## config.mk

```make
export PLATFORM = sky130hd
export DESIGN_NAME = inst_encoder
export DESIGN_NICKNAME = d
export VERILOG_FILES = /design/src/rtl/inst_encoder.sv
export SDC_FILE = /design/constraint.sdc
export NUM_CORES = 1
export LEC_CHECK = 0
export CAP_MARGIN = 10
export CELL_PAD_IN_SITES_DETAIL_PLACEMENT = 1
export CELL_PAD_IN_SITES_GLOBAL_PLACEMENT = 1
export CORE_UTILIZATION = 35
export DETAILED_ROUTE_END_ITERATION = 12
export DONT_BUFFER_PORTS = 1
export GPL_TIMING_DRIVEN = 0
export PLACE_DENSITY = 0.57
export SETUP_SLACK_MARGIN = 0.3
export SLEW_MARGIN = 5
export SYNTH_ARGS = -nofsm -noshare
export SYNTH_HDL_FRONTEND = slang
export SYNTH_SLANG_ARGS = --single-unit
```

## constraint.sdc

```tcl
create_clock -name clk -period 5.3 [get_ports clk]
set_clock_uncertainty 0.05 [all_clocks]
set_input_delay 1.06 -clock clk [delete_from_list [all_inputs] [get_ports clk]]
set_output_delay 1.06 -clock clk [all_outputs]
set_load 0.005 [all_outputs]
```

## src/rtl/inst_encoder.sv

```systemverilog
// RV32I instruction encoder: control-ROM op index plus operands in, 32-bit instruction word out.
// Two-stage valid/ready pipeline. Each word leaves tagged with an auto-incrementing IMEM byte address.
module inst_encoder #(
  parameter logic [31:0] BASE_ADDR   = 32'h0000_0000,
  parameter int          DEPTH_WORDS = 1024
) (
  input  logic        clk,
  input  logic        rst_n,
  input  logic        clr,
  input  logic        in_valid,
  output logic        in_ready,
  input  logic [5:0]  in_op,
  input  logic [4:0]  in_rd,
  input  logic [4:0]  in_rs1,
  input  logic [4:0]  in_rs2,
  input  logic [31:0] in_imm,
  output logic        out_valid,
  input  logic        out_ready,
  output logic [31:0] out_inst,
  output logic [31:0] out_addr,
  output logic [15:0] out_count,
  output logic        err_illegal
);

  localparam int IDX_W = (DEPTH_WORDS > 1) ? $clog2(DEPTH_WORDS) : 1;

  // Op numbering matches the control-ROM decoder; each branch has two equivalent indices.
  typedef enum logic [5:0] {
    OP_ADD, OP_SUB, OP_SLL, OP_SLT, OP_SLTU, OP_XOR, OP_SRL, OP_SRA, OP_OR, OP_AND,
    OP_ADDI, OP_SLTI, OP_SLTIU, OP_XORI, OP_ORI, OP_ANDI, OP_SLLI, OP_SRLI, OP_SRAI,
    OP_LB, OP_LH, OP_LW, OP_LBU, OP_LHU, OP_SB, OP_SH, OP_SW,
    OP_BEQ, OP_BEQ_B, OP_BNE, OP_BNE_B, OP_BLT, OP_BLT_B,
    OP_BGE, OP_BGE_B, OP_BLTU, OP_BLTU_B, OP_BGEU, OP_BGEU_B,
    OP_LUI, OP_AUIPC, OP_JAL, OP_JALR
  } op_e;

  localparam logic [6:0]  OPC_OP     = 7'b0110011;
  localparam logic [6:0]  OPC_OP_IMM = 7'b0010011;
  localparam logic [6:0]  OPC_LOAD   = 7'b0000011;
  localparam logic [6:0]  OPC_STORE  = 7'b0100011;
  localparam logic [6:0]  OPC_BRANCH = 7'b1100011;
  localparam logic [6:0]  OPC_LUI    = 7'b0110111;
  localparam logic [6:0]  OPC_AUIPC  = 7'b0010111;
  localparam logic [6:0]  OPC_JAL    = 7'b1101111;
  localparam logic [6:0]  OPC_JALR   = 7'b1100111;
  localparam logic [6:0]  F7_BASE    = 7'b0000000;
  localparam logic [6:0]  F7_ALT     = 7'b0100000;
  localparam logic [31:0] NOP_WORD   = 32'h0000_0013;

  function automatic logic [31:0] r_word(input logic [6:0] f7, input logic [2:0] f3,
                                         input logic [4:0] rd, input logic [4:0] rs1,
                                         input logic [4:0] rs2);
    return {f7, rs2, rs1, f3, rd, OPC_OP};
  endfunction

  function automatic logic [31:0] i_word(input logic [6:0] opc, input logic [2:0] f3,
                                         input logic [4:0] rd, input logic [4:0] rs1,
                                         input logic [11:0] imm12);
    return {imm12, rs1, f3, rd, opc};
  endfunction

  function automatic logic [31:0] s_word(input logic [2:0] f3, input logic [4:0] rs1,
                                         input logic [4:0] rs2, input logic [11:0] imm12);
    return {imm12[11:5], rs2, rs1, f3, imm12[4:0], OPC_STORE};
  endfunction

  function automatic logic [31:0] b_word(input logic [2:0] f3, input logic [4:0] rs1,
                                         input logic [4:0] rs2, input logic [12:0] imm13);
    return {imm13[12], imm13[10:5], rs2, rs1, f3, imm13[4:1], imm13[11], OPC_BRANCH};
  endfunction

  function automatic logic [31:0] encode(input logic [5:0] op, input logic [4:0] rd,
                                         input logic [4:0] rs1, input logic [4:0] rs2,
                                         input logic [20:0] imm);
    logic [31:0] w;
    w = NOP_WORD;
    case (op)
      OP_ADD:   w = r_word(F7_BASE, 3'b000, rd, rs1, rs2);
      OP_SUB:   w = r_word(F7_ALT,  3'b000, rd, rs1, rs2);
      OP_SLL:   w = r_word(F7_BASE, 3'b001, rd, rs1, rs2);
      OP_SLT:   w = r_word(F7_BASE, 3'b010, rd, rs1, rs2);
      OP_SLTU:  w = r_word(F7_BASE, 3'b011, rd, rs1, rs2);
      OP_XOR:   w = r_word(F7_BASE, 3'b100, rd, rs1, rs2);
      OP_SRL:   w = r_word(F7_BASE, 3'b101, rd, rs1, rs2);
      OP_SRA:   w = r_word(F7_ALT,  3'b101, rd, rs1, rs2);
      OP_OR:    w = r_word(F7_BASE, 3'b110, rd, rs1, rs2);
      OP_AND:   w = r_word(F7_BASE, 3'b111, rd, rs1, rs2);
      OP_ADDI:  w = i_word(OPC_OP_IMM, 3'b000, rd, rs1, imm[11:0]);
      OP_SLTI:  w = i_word(OPC_OP_IMM, 3'b010, rd, rs1, imm[11:0]);
      OP_SLTIU: w = i_word(OPC_OP_IMM, 3'b011, rd, rs1, imm[11:0]);
      OP_XORI:  w = i_word(OPC_OP_IMM, 3'b100, rd, rs1, imm[11:0]);
      OP_ORI:   w = i_word(OPC_OP_IMM, 3'b110, rd, rs1, imm[11:0]);
      OP_ANDI:  w = i_word(OPC_OP_IMM, 3'b111, rd, rs1, imm[11:0]);
      OP_SLLI:  w = i_word(OPC_OP_IMM, 3'b001, rd, rs1, {F7_BASE, imm[4:0]});
      OP_SRLI:  w = i_word(OPC_OP_IMM, 3'b101, rd, rs1, {F7_BASE, imm[4:0]});
      OP_SRAI:  w = i_word(OPC_OP_IMM, 3'b101, rd, rs1, {F7_ALT, imm[4:0]});
      OP_LB:    w = i_word(OPC_LOAD, 3'b000, rd, rs1, imm[11:0]);
      OP_LH:    w = i_word(OPC_LOAD, 3'b001, rd, rs1, imm[11:0]);
      OP_LW:    w = i_word(OPC_LOAD, 3'b010, rd, rs1, imm[11:0]);
      OP_LBU:   w = i_word(OPC_LOAD, 3'b100, rd, rs1, imm[11:0]);
      OP_LHU:   w = i_word(OPC_LOAD, 3'b101, rd, rs1, imm[11:0]);
      OP_SB:    w = s_word(3'b000, rs1, rs2, imm[11:0]);
      OP_SH:    w = s_word(3'b001, rs1, rs2, imm[11:0]);
      OP_SW:    w = s_word(3'b010, rs1, rs2, imm[11:0]);
      OP_BEQ,  OP_BEQ_B:  w = b_word(3'b000, rs1, rs2, imm[12:0]);
      OP_BNE,  OP_BNE_B:  w = b_word(3'b001, rs1, rs2, imm[12:0]);
      OP_BLT,  OP_BLT_B:  w = b_word(3'b100, rs1, rs2, imm[12:0]);
      OP_BGE,  OP_BGE_B:  w = b_word(3'b101, rs1, rs2, imm[12:0]);
      OP_BLTU, OP_BLTU_B: w = b_word(3'b110, rs1, rs2, imm[12:0]);
      OP_BGEU, OP_BGEU_B: w = b_word(3'b111, rs1, rs2, imm[12:0]);
      OP_LUI:   w = {imm[19:0], rd, OPC_LUI};
      OP_AUIPC: w = {imm[19:0], rd, OPC_AUIPC};
      OP_JAL:   w = {imm[20], imm[10:1], imm[11], imm[19:12], rd, OPC_JAL};
      OP_JALR:  w = i_word(OPC_JALR, 3'b000, rd, rs1, imm[11:0]);
      default:  w = NOP_WORD;
    endcase
    return w;
  endfunction

  // Stage-1 payload
  logic        s1_v;
  logic [5:0]  s1_op;
  logic [4:0]  s1_rd;
  logic [4:0]  s1_rs1;
  logic [4:0]  s1_rs2;
  logic [20:0] s1_imm;

  logic             s2_v;
  logic [IDX_W-1:0] word_idx;
  logic             s1_adv;
  logic             in_accept;
  logic             out_hs;
  logic             s1_illegal;
  logic [31:0]      enc_word;

  // Immediate bits above [20] never reach any instruction format.
  logic unused_imm_hi;
  assign unused_imm_hi = ^in_imm[31:21];

  assign s1_adv     = s1_v & (~s2_v | out_ready);
  assign in_ready   = ~s1_v | s1_adv;
  assign in_accept  = in_valid & in_ready;
  assign out_hs     = s2_v & out_ready;
  assign out_valid  = s2_v;
  assign s1_illegal = (s1_op > 6'(OP_JALR));

  // NOTE: default assignment first so every path drives enc_word and no latch is inferred.
  always_comb begin
    enc_word = NOP_WORD;
    enc_word = encode(s1_op, s1_rd, s1_rs1, s1_rs2, s1_imm);
  end

  // NOTE: sequential state uses non-blocking assignments so all registers update from pre-edge values.
  always_ff @(posedge clk or negedge rst_n) begin
    if (!rst_n) begin
      s1_v <= 1'b0;
    end else if (clr) begin
      s1_v <= 1'b0;
    end else if (in_accept) begin
      s1_v <= 1'b1;
    end else if (s1_adv) begin
      s1_v <= 1'b0;
    end
  end

  // NOTE: the payload has no reset because s1_v qualifies it, so its reset value is never observed.
  always_ff @(posedge clk) begin
    if (in_accept) begin
      s1_op  <= in_op;
      s1_rd  <= in_rd;
      s1_rs1 <= in_rs1;
      s1_rs2 <= in_rs2;
      s1_imm <= in_imm[20:0];
    end
  end

  always_ff @(posedge clk or negedge rst_n) begin
    if (!rst_n) begin
      s2_v     <= 1'b0;
      out_inst <= '0;
    end else if (clr) begin
      s2_v     <= 1'b0;
      out_inst <= '0;
    end else if (s1_adv) begin
      s2_v     <= 1'b1;
      out_inst <= enc_word;
    end else if (out_hs) begin
      s2_v     <= 1'b0;
    end
  end

  // The address and count follow output handshakes. clr wins over a handshake in the same cycle.
  always_ff @(posedge clk or negedge rst_n) begin
    if (!rst_n) begin
      out_addr  <= BASE_ADDR;
      word_idx  <= '0;
      out_count <= '0;
    end else if (clr) begin
      out_addr  <= BASE_ADDR;
      word_idx  <= '0;
      out_count <= '0;
    end else if (out_hs) begin
      if (word_idx == IDX_W'(DEPTH_WORDS - 1)) begin
        out_addr <= BASE_ADDR;
        word_idx <= '0;
      end else begin
        out_addr <= out_addr + 32'd4;
        word_idx <= word_idx + 1'b1;
      end
      if (out_count != 16'hFFFF) out_count <= out_count + 16'd1;
    end
  end

  always_ff @(posedge clk or negedge rst_n) begin
    if (!rst_n) begin
      err_illegal <= 1'b0;
    end else if (clr) begin
      err_illegal <= 1'b0;
    end else if (s1_adv && s1_illegal) begin
      err_illegal <= 1'b1;
    end
  end

endmodule

```

==> reports/summary.txt <==
=================================================================================================================
End of the worst register-to-register path                                                            word_idx[4]
Storage cell area                                                                                        3510 µm²
Depth of the most critical reg-to-reg path                                                                      6
Site Rows                                                                                                      50
H-tree level count                                                                                              4
Slew Viols, Final                                                                                               0
Number of filler cells placed in the layout                                                                  2105
Gates resized, CTS repair                                                                                       0
Final hold violation count                                                                                      0
Pin count of the biggest net entering global routing                                                           91
Initial core utilization                                                                                    36.0%
Worst-Skew Late Latency                                                                                    420 ps
Ports                                                                                                         141
Slew at the pin closest to its max-slew limit                                                             1170 ps
Setup Fix Bufs, Post-CTS                                                                                        0
Buffer levels on the longest clock path                                                                         2
Worst voltage drop across the vdd grid                                                                 0.000219 V
Tightest slew margin relative to the limit                                                                  21.1%
Global Route Usage Sum                                                                                      23.3%
Die extent in y                                                                                            141 µm
Chip Width                                                                                                 141 µm
Category of the worst setup path launch point                                                           input pin
Clock Power Share                                                                                           49.5%
Synthesis-stage register bit count                                                                            132
Buffers plus inverters on the worst setup path                                                                  2
Gpl congestion                                                                                              0.889
Summed negative setup slack over all endpoints                                                               0 ps
Share of the clock period used by the worst path after layout                                               49.2%
TritonCTS clock tree                                                                                          yes
CP Data Required Time                                                                                     5550 ps
Crit end category                                                                                       flip-flop
Kind of path behind the tightest hold check                                                          input pin to asynchronous set/reset pin
Dominant combinational cell family by area after synthesis                                           simple AND/OR/NAND/NOR gates
Vias after detailed routing                                                                                  5578
Critical path peak fanout                                                                                      10
XOR/XNOR share of the synthesized area                                                                      4.13%
Mean Syn Cell Area                                                                                       10.2 µm²
Reg2Reg Launch Point                                                                                    out_valid
Number of antenna violations at the first check in global routing                                               5
Area added between synthesis and finish                                                                     14.5%
Leakage component of the power                                                                         0.00308 µW
Root buffer cell                                                                                        clkbuf_16
Cell Count, Final, Fillers Out                                                                                960
First drt pass iteration count                                                                                  5
Number of DRC markers in iteration 0                                                                          356
Global-route wire length before repair                                                                    35.0 mm
Layout cells sized above 1                                                                                  12.1%
CTS buffer count                                                                                               17
Min setup slack post-route                                                                                2690 ps
Post-Place Cells                                                                                              926
Port bufs                                                                                                       0
Worst reg-to-reg setup slack                                                                              2820 ps
Worst hold-check slack                                                                                     280 ps
Most instantiated flip-flop cell in the synthesis netlist                                                 dfrtp_1
Largest stage delay on the critical path                                                                   510 ps
Power density over cell area                                                                           328 nW/µm²
Total clock sinks                                                                                             132
Outcome                                                                                                 completed
Synthesized-area fraction occupied by and/or/nand/nor cells                                                 20.9%
Fraction of the yosys area taken by sequential cells                                                        51.8%
Number of enable-type register cells in the synthesized netlist                                                42
Library cell appearing most often on the critical path                                                     nor2_1
CTS Hold Bufs                                                                                                   0
Slowest CP cell                                                                                             buf_1
Synthesized netlist cell count                                                                                664
Overall overflow remaining after global route                                                                   0
Number of distinct library cell variants in the gate-level netlist after synthesis                             77
Post-DP HPWL                                                                                              16.1 mm
Arrival time reported for the critical path endpoint                                                      2860 ps
Crit path cell chain                                                                                 a21oi_1 > clkbuf_1 > buf_1 > nor2_1 > xnor2_1 > nor2_1
WL per Instance                                                                                           23.3 µm
Crit path time final                                                                                      2610 ps
Mapped cell area                                                                                         6790 µm²
Share of the synthesized area in compound gates (AO/OA/AOI/OAI)                                             18.4%
Sw frac                                                                                                     24.2%
Count of max-cap constraint violations                                                                          0
Count of unresolved DRC violations after routing                                                                0
Max Clk Rate                                                                                              384 MHz
Setup Viol. Count Final                                                                                         0
Critical path's top delay family                                                                     buffers and inverters
Total area of multi-input combinational cells                                                            3040 µm²
Number of antenna-violating nets in the routed design                                                           0
Clock transition at the registers of the reported paths                                                     60 ps
Core Region                                                                                             18800 µm²
Yosys warning count                                                                                             0
DIE AREA                                                                                                20000 µm²
RSZ-0062 raised after global routing                                                                           no
Post-Route WL                                                                                             22.3 mm
Internal power of the cells                                                                               1930 µW
Fin nets                                                                                                      746
Pre-CTS worst setup slack                                                                                 2230 ps
Sequential share of power                                                                                   43.8%
Detailed-route vias per instance                                                                             5.81
Start-to-end type of the worst setup path                                                            input pin to flip-flop
Proportion of synthesized area in mux cells                                                                0.590%
Vias in the first global route                                                                               5887
Switching power                                                                                            618 µW
Arithmetic-cell share of the synthesized area counting full adders, half adders and majority gates         0.553%
Share of synthesized registers carrying an async set or reset                                               68.2%
Logic gate share of total power                                                                              6.7%
=================================================================================================================
## logic make-up after synthesis
group,after synthesis
mux,4
xor+xnor,32
flops,132
fa+ha+maj,3
compound gates,177
simple gates,265
buf+inv,50
other cells,1
## Yosys cell counts, types with 6 or more instances
master / instances / area (µm²)
nor2_1: 68 / 255
and3_1: 7 / 43.8
nor2b_1: 14 / 87.6
edfxtp_1: 42 / 1260
a22oi_1: 11 / 82.6
buf_2: 27 / 135
nand4_1: 13 / 81.3
a21oi_1: 40 / 200
a31oi_1: 11 / 68.8
nor3_1: 11 / 55.1
xor2_1: 17 / 149
xnor2_1: 15 / 131
nand3_1: 33 / 165
o21ai_1: 18 / 90.1
o21ai_0: 12 / 60.1
inv_1: 6 / 22.5
a21o_1: 9 / 67.6
a221o_1: 12 / 120
a22o_1: 10 / 87.6
dfrtp_1: 90 / 2250
nand2_1: 61 / 229
nand2b_1: 8 / 50.1
a211oi_1: 7 / 52.6
## cells in the final DEF, fill, tap and decap left out, drive strengths merged, types with 8 or more instances in the layout
cell type | Yosys | layout
dfrtp | 90 | 90
nor2 | 69 | 69
nand2 | 61 | 61
edfxtp | 42 | 42
a21oi | 40 | 40
buf | 37 | 38
nand3 | 33 | 33
o21ai | 30 | 30
clkbuf | 4 | 21
xor2 | 17 | 17
nand4 | 16 | 16
xnor2 | 15 | 15
nor2b | 14 | 14
a221o | 12 | 12
a31oi | 11 | 11
nor3 | 11 | 11
a22oi | 11 | 11
inv | 8 | 11
a22o | 10 | 10
a21o | 9 | 9
a211oi | 9 | 9
nor4 | 9 | 9
nand2b | 8 | 8
## per-layer routing
layer	vias to the layer above	track usage (%)	wire length (µm)
li1	2528	-	-
met1	2909	29.9	10100
met2	113	38.7	10900
met3	26	4.93	874
met4	2	8.35	429
met5	-	0	13
## stage by stage
step | util, % | total power [µW] | instance area, µm²
after global placement | 37.8 | 1300 | 7120
after CTS | 41.2 | 2580 | 7760
after detailed placement | 37.9 | 1310 | 7140
after global routing | 41.3 | 2640 | 7770
final | 41.3 | 2550 | 7770
after floorplan | - | 1240 | 6790
## layout make-up
class                   instances  share of cell area, %
inverters                       9                  0.435
diodes                          3                 0.0966
clock inverters                14                   2.58
plain buffers                  41                   2.70
repair buffers                  1                  0.258
flip-flops and latches        132                   45.2
well taps                     260                   4.19
clock buffers                  17                   5.47
multi-input cells             483                   39.1
## power by group through the flow
stage	sequential (µW)	combinational (µW)	clock [µW]
6_report	1120	172	1260
2_1_floorplan	1130	117	0
3_5_place_dp	1140	171	0
3_3_place_gp	1140	165	0
5_1_grt	1120	187	1330
4_1_cts	1120	171	1290
## state kept, by name (all words and copies together), names as in the netlist
register and cells:
s1_rd 5, s1_rs2 5, s1_rs1 5, s1_imm 21, s1_op 6, s1_v 1, out_inst 31, out_addr 30
out_count 16, word_idx 10, err_illegal 1, out_valid 1
## worst max-delay path by stage
stage	startpoint	to	slack, ps	depth (start not counted)
2_1_floorplan	out_ready	s1_imm[0]	2620	3
3_3_place_gp	out_ready	s1_rs1[0]	2080	3
3_5_place_dp	out_ready	out_count[5]	2230	6
4_1_cts	out_ready	out_count[5]	2660	6
5_1_grt	out_ready	word_idx[4]	2530	6
6_report	out_ready	word_idx[4]	2690	6
Note: power is estimated with default switching activity, not from simulation.
